--- config.mk ---
export PLATFORM = sky130hd
export DESIGN_NAME = z80_rot_dec_seq
export DESIGN_NICKNAME = d
export VERILOG_FILES = /design/src/rtl/z80_rot_dec_pkg.sv /design/src/rtl/z80_rot_dec_step.sv /design/src/rtl/z80_rot_dec_seq.sv
export SDC_FILE = /design/constraint.sdc
export NUM_CORES = 1
export LEC_CHECK = 0
export BUFFER_PORTS_ARGS = -buffer_cell sky130_fd_sc_hd__clkbuf_2
export CAP_MARGIN = 20
export CORE_UTILIZATION = 35
export CTS_BUF_LIST = sky130_fd_sc_hd__clkbuf_4 sky130_fd_sc_hd__clkbuf_8
export DETAILED_ROUTE_END_ITERATION = 10
export PLACE_DENSITY = 0.64
export SYNTH_ARGS = -nofsm -noshare
export SYNTH_HDL_FRONTEND = slang
export SYNTH_SLANG_ARGS = --single-unit
--- constraint.sdc ---
create_clock -name clk -period 2.6 [get_ports clk]
set_input_delay 0.39 -clock clk [delete_from_list [all_inputs] [get_ports clk]]
set_output_delay 0.39 -clock clk [all_outputs]
set_load 0.03 [all_outputs]
--- src/rtl/z80_rot_dec_pkg.sv ---
// Shared definitions for the Z80 multi-byte BCD rotate sequencer.
// Z80_ROT_DEC_UNDOC_FLAGS_EN selects whether F bits 5/3 follow the result or F input.
package z80_rot_dec_pkg;

    localparam int MAX_BYTES_DEF = 16;

    localparam int FLAG_C_NUM  = 0;
    localparam int FLAG_N_NUM  = 1;
    localparam int FLAG_PV_NUM = 2;
    localparam int FLAG_3_NUM  = 3;
    localparam int FLAG_H_NUM  = 4;
    localparam int FLAG_5_NUM  = 5;
    localparam int FLAG_Z_NUM  = 6;
    localparam int FLAG_S_NUM  = 7;

    typedef enum logic [1:0] {
        ST_IDLE,
        ST_READ,
        ST_WRITE,
        ST_DONE
    } rot_state_t;

    // Even parity: 1 when the number of set bits is even.
    function automatic logic parity8(input logic [7:0] v);
        return ~^v;
    endfunction

    function automatic logic [7:0] rot_flags(input logic [7:0] a,
                                             input logic [7:0] f);
        logic [7:0] r;
        r              = '0;
        r[FLAG_S_NUM]  = a[7];
        r[FLAG_Z_NUM]  = (a == 8'h00);
        r[FLAG_PV_NUM] = parity8(a);
        r[FLAG_H_NUM]  = 1'b0;
        r[FLAG_N_NUM]  = 1'b0;
        r[FLAG_C_NUM]  = f[FLAG_C_NUM];
`ifdef Z80_ROT_DEC_UNDOC_FLAGS_EN
        r[FLAG_5_NUM]  = a[5];
        r[FLAG_3_NUM]  = a[3];
`else
        r[FLAG_5_NUM]  = f[FLAG_5_NUM];
        r[FLAG_3_NUM]  = f[FLAG_3_NUM];
`endif
        return r;
    endfunction

endpackage

--- src/rtl/z80_rot_dec_step.sv ---
// Combinational per-byte nibble rotate step (RLD/RRD style).
// Produces the byte to write back and the nibble carried to the next byte.
module z80_rot_dec_step
    import z80_rot_dec_pkg::*;
(
    input  logic [7:0] i_byte,
    input  logic [3:0] i_carry,
    input  logic       i_left,
    output logic [7:0] o_wdata,
    output logic [3:0] o_carry
);

    always_comb begin
        o_wdata = 8'h00;
        o_carry = 4'h0;
        if (i_left) begin
            o_wdata = {i_byte[3:0], i_carry};
            o_carry = i_byte[7:4];
        end else begin
            o_wdata = {i_carry, i_byte[7:4]};
            o_carry = i_byte[3:0];
        end
    end

endmodule

--- src/rtl/z80_rot_dec_seq.sv ---
// Multi-byte BCD string rotate (RLD/RRD extended over count bytes through memory).
// Z80_ROT_DEC_UNDOC_FLAGS_EN: F bits 5/3 taken from the result instead of F input.
module z80_rot_dec_seq
    import z80_rot_dec_pkg::*;
#(
    parameter int MAX_BYTES = MAX_BYTES_DEF,
    parameter int CNT_W     = $clog2(MAX_BYTES + 1)
) (
    input  logic             clk,
    input  logic             reset,
    input  logic             start,
    input  logic             left,
    input  logic [CNT_W-1:0] count,
    input  logic [15:0]      base_addr,
    input  logic [7:0]       a_in,
    input  logic [7:0]       f_in,
    output logic             busy,
    output logic             done,
    output logic [7:0]       a_out,
    output logic [7:0]       f_out,
    output logic             mem_rd,
    output logic             mem_wr,
    output logic [15:0]      mem_addr,
    output logic [7:0]       mem_wdata,
    input  logic [7:0]       mem_rdata,
    input  logic             mem_ack
);

    rot_state_t       r_state;
    rot_state_t       w_next;

    logic             r_left;
    logic [15:0]      r_addr;
    logic [CNT_W-1:0] r_rem;
    logic [3:0]       r_a_hi;
    logic [3:0]       r_carry;
    logic [7:0]       r_f;
    logic [7:0]       r_wdata;
    logic [7:0]       r_a_out;
    logic [7:0]       r_f_out;

    logic [CNT_W-1:0] w_cnt;
    logic [15:0]      w_first_addr;
    logic             w_last;
    logic [7:0]       w_wdata;
    logic [3:0]       w_carry_nx;
    logic [7:0]       w_a_res;

    assign w_cnt = (count > CNT_W'(MAX_BYTES)) ? CNT_W'(MAX_BYTES) : count;
    assign w_first_addr = left ? (base_addr + 16'(w_cnt) - 16'd1) : base_addr;
    assign w_last  = (r_rem == CNT_W'(1));
    assign w_a_res = {r_a_hi, r_carry};

    z80_rot_dec_step u_step (
        .i_byte  (mem_rdata),
        .i_carry (r_carry),
        .i_left  (r_left),
        .o_wdata (w_wdata),
        .o_carry (w_carry_nx)
    );

    always_ff @(posedge clk) begin
        if (reset) begin
            r_state <= ST_IDLE;
        end else begin
            r_state <= w_next;
        end
    end

    always_comb begin
        w_next = r_state;
        busy   = 1'b0;
        done   = 1'b0;
        mem_rd = 1'b0;
        mem_wr = 1'b0;
        unique case (r_state)
            ST_IDLE: begin
                if (start) begin
                    w_next = (w_cnt == '0) ? ST_DONE : ST_READ;
                end
            end
            ST_READ: begin
                busy   = 1'b1;
                mem_rd = 1'b1;
                if (mem_ack) begin
                    w_next = ST_WRITE;
                end
            end
            ST_WRITE: begin
                busy   = 1'b1;
                mem_wr = 1'b1;
                if (mem_ack) begin
                    w_next = w_last ? ST_DONE : ST_READ;
                end
            end
            ST_DONE: begin
                busy   = 1'b1;
                done   = 1'b1;
                w_next = ST_IDLE;
            end
        endcase
    end

    always_ff @(posedge clk) begin
        if (reset) begin
            r_left  <= 1'b0;
            r_addr  <= 16'h0000;
            r_rem   <= '0;
            r_a_hi  <= 4'h0;
            r_carry <= 4'h0;
            r_f     <= 8'h00;
            r_wdata <= 8'h00;
            r_a_out <= 8'h00;
            r_f_out <= 8'h00;
        end else begin
            unique case (r_state)
                ST_IDLE: begin
                    if (start) begin
                        r_left  <= left;
                        r_addr  <= w_first_addr;
                        r_rem   <= w_cnt;
                        r_a_hi  <= a_in[7:4];
                        r_carry <= a_in[3:0];
                        r_f     <= f_in;
                        if (w_cnt == '0) begin
                            r_a_out <= a_in;
                            r_f_out <= rot_flags(a_in, f_in);
                        end
                    end
                end
                ST_READ: begin
                    if (mem_ack) begin
                        r_wdata <= w_wdata;
                        r_carry <= w_carry_nx;
                    end
                end
                ST_WRITE: begin
                    if (mem_ack) begin
                        r_rem <= r_rem - CNT_W'(1);
                        if (w_last) begin
                            r_a_out <= w_a_res;
                            r_f_out <= rot_flags(w_a_res, r_f);
                        end else begin
                            r_addr <= r_left ? (r_addr - 16'd1)
                                             : (r_addr + 16'd1);
                        end
                    end
                end
                ST_DONE: begin
                end
            endcase
        end
    end

    assign a_out     = r_a_out;
    assign f_out     = r_f_out;
    assign mem_addr  = r_addr;
    assign mem_wdata = r_wdata;

endmodule

* Yosys cells after proc, flatten, opt, wreduce, memory -nomap -nowiden *
Index checks and enable logic that the tools add are counted.

operators by class
  multiply operators = 0
  $lt $le $gt $ge = 1
  $add $sub $neg = 5
  muxes and demuxes = 35
  bitwise operators = 0
  divide/modulo/power cells = 0
  shift-type cells = 0
  eq/ne operators = 10
  reductions and logical operators = 16

operators by type and width
  kind                                                 count
  two-way mux 16 bit                                   5
  two-way mux 8 bit                                    9
  one-hot mux 16 bit (2 select lines)                  1
  one-hot mux 8 bit (2 select lines)                   2
  subtractor 16 x 1 -> 16 bit, second input constant   2
  adder 16 x 1 -> 16 bit, second input constant        1
  adder 16 x 5 -> 16 bit                               1
  zero test 8 bit                                      2
  XNOR reduction 8 bit                                 2
  two-way mux 5 bit                                    3
  two-way mux 4 bit                                    3
  != test 2 bit, second input constant                 6
  two-way mux 2 bit                                    5
  one-hot mux 5 bit (2 select lines)                   1
  AND reduction 3 bit                                  3
  one-hot mux 2 bit (4 select lines)                   1
  one-hot mux 4 bit (2 select lines)                   1
  equality test 5 x 1 -> 1 bit, second input constant  1
  > comparator 5 bit, second input constant            1
  zero test 5 bit                                      1
  AND reduction 5 bit                                  1
  subtractor 5 x 1 -> 5 bit, second input constant     1
  equality test 2 bit, second input constant           2
  two-way mux 1 bit                                    4
  other kinds (6)                                      8

storage, ports and cells
  memories kept = 0
  register bits = 62
  bits of input ports = 50
  output and inout bits = 44
  ROM bits = 0
  RAM bits = 0
  bits in latches = 0

* Logic depth before layout (Yosys ltp) *
  depth after elaboration = 7
  depth in mapped cells = 15
  mapped depth without buffers = 15

* Cells and area by module *
From an unflattened synthesis, not the netlist that was laid out.

second synthesis, totals
  cells, all modules = 610
  area, all modules = 4,585.6 µm²

by module, submodules not included
  module            area each (µm²)  cells each  sequential area each (µm²)  times used
  z80_rot_dec_seq   4,401.7          597         1,121.1                     1
  z80_rot_dec_step  183.9            13          0.0                         1

* Worst setup path after synthesis *
Ideal clock, no wire load.

  path type = register to register
  from = reg r_left
  to = reg r_addr[14] (netlist: mem_addr[14])
  cell stages (with the launch flop) = 13
  setup slack = -254 ps
  period minus slack after synthesis = 2,854 ps
  required time = 2,531 ps
  arrival = 2,785 ps
  setup time = 69 ps
  cells stage by stage = dfxtp_1 > clkbuf_1 > buf_2 > inv_1 > fa_1 > nor2b_1 > o21bai_1 > a211oi_1 > a211oi_1 > a21oi_1 > xor2_1 > a21oi_1 > o21ai_1

on the way
  cells in the longest elaborated chain, start to end = 4

RTL lines
  element                              RTL line                text
  start: declaration                   z80_rot_dec_seq.sv:32   logic r_left;
  start signal: assignment             z80_rot_dec_seq.sv:119  r_left <= left;
  two-way mux 16 bit                   z80_rot_dec_seq.sv:144  r_addr <= r_left ? (r_addr - 16'd1)
  two-way mux 16 bit                   z80_rot_dec_seq.sv:140  if (w_last) begin
  two-way mux 16 bit                   z80_rot_dec_seq.sv:138  if (mem_ack) begin
  one-hot mux 16 bit (2 select lines)  z80_rot_dec_seq.sv:116  unique case (r_state)
  end signal: assignment               z80_rot_dec_seq.sv:120  r_addr <= w_first_addr;
  end signal: assignment               z80_rot_dec_seq.sv:144
  end: declaration                     z80_rot_dec_seq.sv:33   logic [15:0] r_addr;

No other way between the ends. The select of a mux whose other input is x is not followed.
A chain may end at the register's enable or synchronous reset.

* Worst setup path in the final report *
  from = in count[4]
  to = reg r_addr[11] (netlist: mem_addr[11])

on the way
  cells in the longest elaborated chain, start to end = 7

RTL lines
  element                                  RTL line                text
  start: declaration                       z80_rot_dec_seq.sv:13   input logic [CNT_W-1:0] count,
  > comparator 5 bit                       z80_rot_dec_seq.sv:49   assign w_cnt = (count > CNT_W'(MAX_BYTES)) ? CNT_W'(MAX_BYTES) : count;
  two-way mux 5 bit (*)                    z80_rot_dec_seq.sv:49
  adder 16 x 5 -> 16 bit (*)               z80_rot_dec_seq.sv:50   assign w_first_addr = left ? (base_addr + 16'(w_cnt) - 16'd1) : base_addr;
  subtractor 16 x 1 -> 16 bit (*)          z80_rot_dec_seq.sv:50
  two-way mux 16 bit (*)                   z80_rot_dec_seq.sv:50
  two-way mux 16 bit (*)                   z80_rot_dec_seq.sv:118  if (start) begin
  one-hot mux 16 bit (2 select lines) (*)  z80_rot_dec_seq.sv:116

Mark *: on every way between the ends. The rest lies on a longest branch, timed or not. The select of a mux whose other input is x is not followed.

==> results by group <==
Synth
  – Yosys warnings: 0
  – Number of synthesized flops with an enable pin: 0
  – Post-Syn Area: 4590 µm²
  – Asr flop ratio synth: 0
  – Netlist cell types: 68
  – Ys flop type: dfxtp_1
  – FF+latch count, synth: 56
  – Register area share after synthesis: 0.244
  – Syn_area_per_cell: 7.62 µm²
  – Cells after synthesis: 602

GRT
  – First-pass GRT wire length: 20,300 µm
  – Most used routing layer: met2
  – Vias in the first global route: 4,339
  – Pin count of the biggest net entering global routing: 33
  – Met2 GRT Util: 0.323
  – Met3 usage: 0.0244
  – Met1 Use GR: 0.249
  – Total global-route track usage: 0.186
  – Initial antenna violation count: 0
  – Grt total ovfl: 0

Timing
  – RSZ-0062 raised after global routing: true
  – Final Hold Vio Count: 0
  – Hold WS: 0.301 ns
  – Max Freq: 385 MHz
  – Setup violators final: 0
  – Final Skew: 0.00989 ns
  – Final Max Slew Viols: 0
  – Post-route setup TNS: 0 ns
  – Fin crit share: 0.998
  – Fin crit period: 2.60 ns
  – Final setup margin: 0.00466 ns

Pwr
  – Power Density: 503 nW/µm²
  – Combinational share of power: 0.448
  – Sw frac: 0.408
  – Sequential power share: 0.366
  – Clock Power Share: 0.187
  – Pint: 1.67 mW
  – Leakage: 2.48 nW
  – Switch Pwr: 1.15 mW
  – Peak supply drop: 0.000300 V

Critical path
  – Critical path's largest stage delay: 0.39 ns
  – Crit-path cells: buf_6 -> inv_12 -> nand2_4 -> ha_4 -> inv_2 -> ha_4 -> inv_2 -> fa_2 -> nor2b_2 -> o31a_1 -> o21ai_2 -> a21o_1 -> a21oi_2 -> or3_1 -> a211oi_2 -> o31ai_1
  – CP arrival: 2.80 ns
  – Kind of critical path: input pin to flop
  – CP Max Fanout: 5
  – Worst setup SP type: input pin
  – Worst path slowest cell: or3_1
  – Endpoint class of the critical path: flop
  – WP data required: 2.81 ns

Clock tree
  – # hold bufs at CTS: 0
  – Level count of the clock H-tree: 2
  – CTS Buf Count: 5
  – Clock sink total: 56
  – CTS tree: built
  – CTS clk-pin slew, worst paths: 0.10 ns
  – Clock tree buffer depth: 2
  – Clock Tree Root: clkbuf_8
  – Clock network latency to the later pin of the worst-skew pair: 0.33 ns

Floorplanning
  – I/O pin count: 94
  – Die ar.: 13,600 µm²
  – Die Y-Extent: 116 µm
  – Starting Density: 0.361
  – Row cnt: 41
  – Die W: 116 µm
  – Core area: 12,700 µm²

Final layout
  – Fin nets: 798
  – Area growth, synth to finish: 22.4%
  – Commonest non-fill, non-tap cell in the layout: clkbuf_2
  – Most frequent cells in the layout: clkbuf_2, nand2_1, nor2_1, a21oi_1, dfxtp_1
  – Ant diodes: 0
  – Share of cells above drive strength 1: 0.259
  – Post-route design area: 5610 µm²

Route
  – DR vias/cell: 5.19
  – Avg WL per Cell: 14.2 µm
  – First-pass DRT Iterations: 4
  – Number of routed nets with antenna violations: 0
  – Via count: 4,548
  – Final WL: 12,400 µm
  – DR DRC count: 0
  – Starting DRC count in detailed routing: 290

Placement
  – Place WS: -0.370 ns
  – Dpl cell area: 5450 µm²
  – HPWL Detailed: 9880 µm
  – Gpl congestion: 0.883
  – Buffers on Ports: 86

Flow run
  – Max-cap violations: 0

Worst hold path
  – Hold WC Path Type: input pin to flop

Status
  – Status: finished, final reports clean
[synthesized netlist by cell type (all sizes together), types with 3 or more instances]
| cell type | number | area (µm²) |
|---|---|---|
| nand2b | 4 | 25.0 |
| nor2 | 63 | 241 |
| or3 | 3 | 18.8 |
| o21bai | 3 | 22.5 |
| clkbuf | 21 | 78.8 |
| o31ai | 3 | 22.5 |
| mux2i | 22 | 220 |
| inv | 57 | 214 |
| a31oi | 4 | 40.0 |
| a211oi | 26 | 200 |
| nand3 | 11 | 55.1 |
| o21ai | 33 | 188 |
| nor4 | 3 | 18.8 |
| a21oi | 61 | 328 |
| dfxtp | 56 | 1120 |
| o21a | 4 | 30.0 |
| a21o | 6 | 45.0 |
| buf | 11 | 68.8 |
| nor2b | 7 | 43.8 |
| and2 | 4 | 25.0 |
| nand2 | 73 | 274 |
| o211ai | 6 | 45.0 |
| ha | 43 | 538 |
| a311oi | 12 | 136 |
| xnor2 | 14 | 123 |
| nor3b | 4 | 35.0 |
| nor3 | 6 | 35.0 |
| xor2 | 8 | 70.1 |
[power by group through the flow]
| stage | clock, mW | combinational [mW] | sequential, mW |
|---|---|---|---|
| 2_1_floorplan | 0 | 0.783 | 1.15 |
| 3_3_place_gp | 0 | 1.21 | 1.05 |
| 3_5_place_dp | 0 | 1.24 | 1.05 |
| 4_1_cts | 0.537 | 1.25 | 1.03 |
| 5_1_grt | 0.576 | 1.40 | 1.04 |
| 6_report | 0.527 | 1.26 | 1.03 |
[critical path: cells and delay by family]
| family | cells | cell delay, ns |
|---|---|---|
| AOI/OAI and AO/OA | 6 | 1.07 |
| adders and majority gates | 3 | 0.60 |
| buffers and inverters | 4 | 0.25 |
| and+or+nand+nor | 3 | 0.49 |
[cells by family after synthesis]
kind of cell,synth area share
and+or+nand+nor,0.185
AOI/OAI and AO/OA,0.274
buffers and inverters,0.0796
DFF,0.244
adders and majority gates,0.126
xor gates and xnor gates,0.0420
muxes,0.0480
other,0.000817
[state kept, by name, indices dropped and copies added, names as in the netlist]
signal,count
r_rem,5
r_f,3
r_carry,4
mem_wdata,8
r_a_hi,4
mem_addr,16
f_out,6
a_out,7
r_state,2
r_left,1
[final timing paths]
| kind | from | end | slack, ns | cells after the start |
|---|---|---|---|---|
| min | f_in[0] | r_f[0] | 0.30 | 3 |
| min reg2reg | r_f[5] | r_f[5] | 0.46 | 2 |
| max | count[4] | mem_addr[11] | 0.005 | 16 |
| max reg2reg | r_left | mem_addr[14] | 0.18 | 10 |
[routing by layer]
metal  part of all wire  wire [µm]  up-vias
li1                   -          -     2335
met1               0.48       5960     2120
met2               0.49       6030       84
met3              0.029        363        9
met4             0.0060         75        0
met5                  0          0        -
[per-stage QoR]
stage / power (mW) / instances / util
after CTS: 2.82 / 876 / 0.437
after detailed placement: 2.29 / 867 / 0.429
after floorplan: 1.93 / 603 / -
after global placement: 2.26 / 867 / 0.429
final: 2.82 / 876 / 0.441
after global routing: 3.02 / 876 / 0.441
[final cells by class]
type,count,area [µm²]
Multi-Input combinational cell,457,3200
Timing Repair Buffer,125,742
Fill cell,1337,7110
Tap cell,172,215
Sequential cell,56,1130
Clock inverter,2,13.8
Inverter,58,230
Clock buffer,6,82.6
[timing repair]
action / CTS / global route
pin swaps: 3 / 13
buffers inserted: 1 / 0
setup endpoints to repair: 3 / 8
resized for setup: 4 / 15
Note: power is estimated with default switching activity, not from simulation.
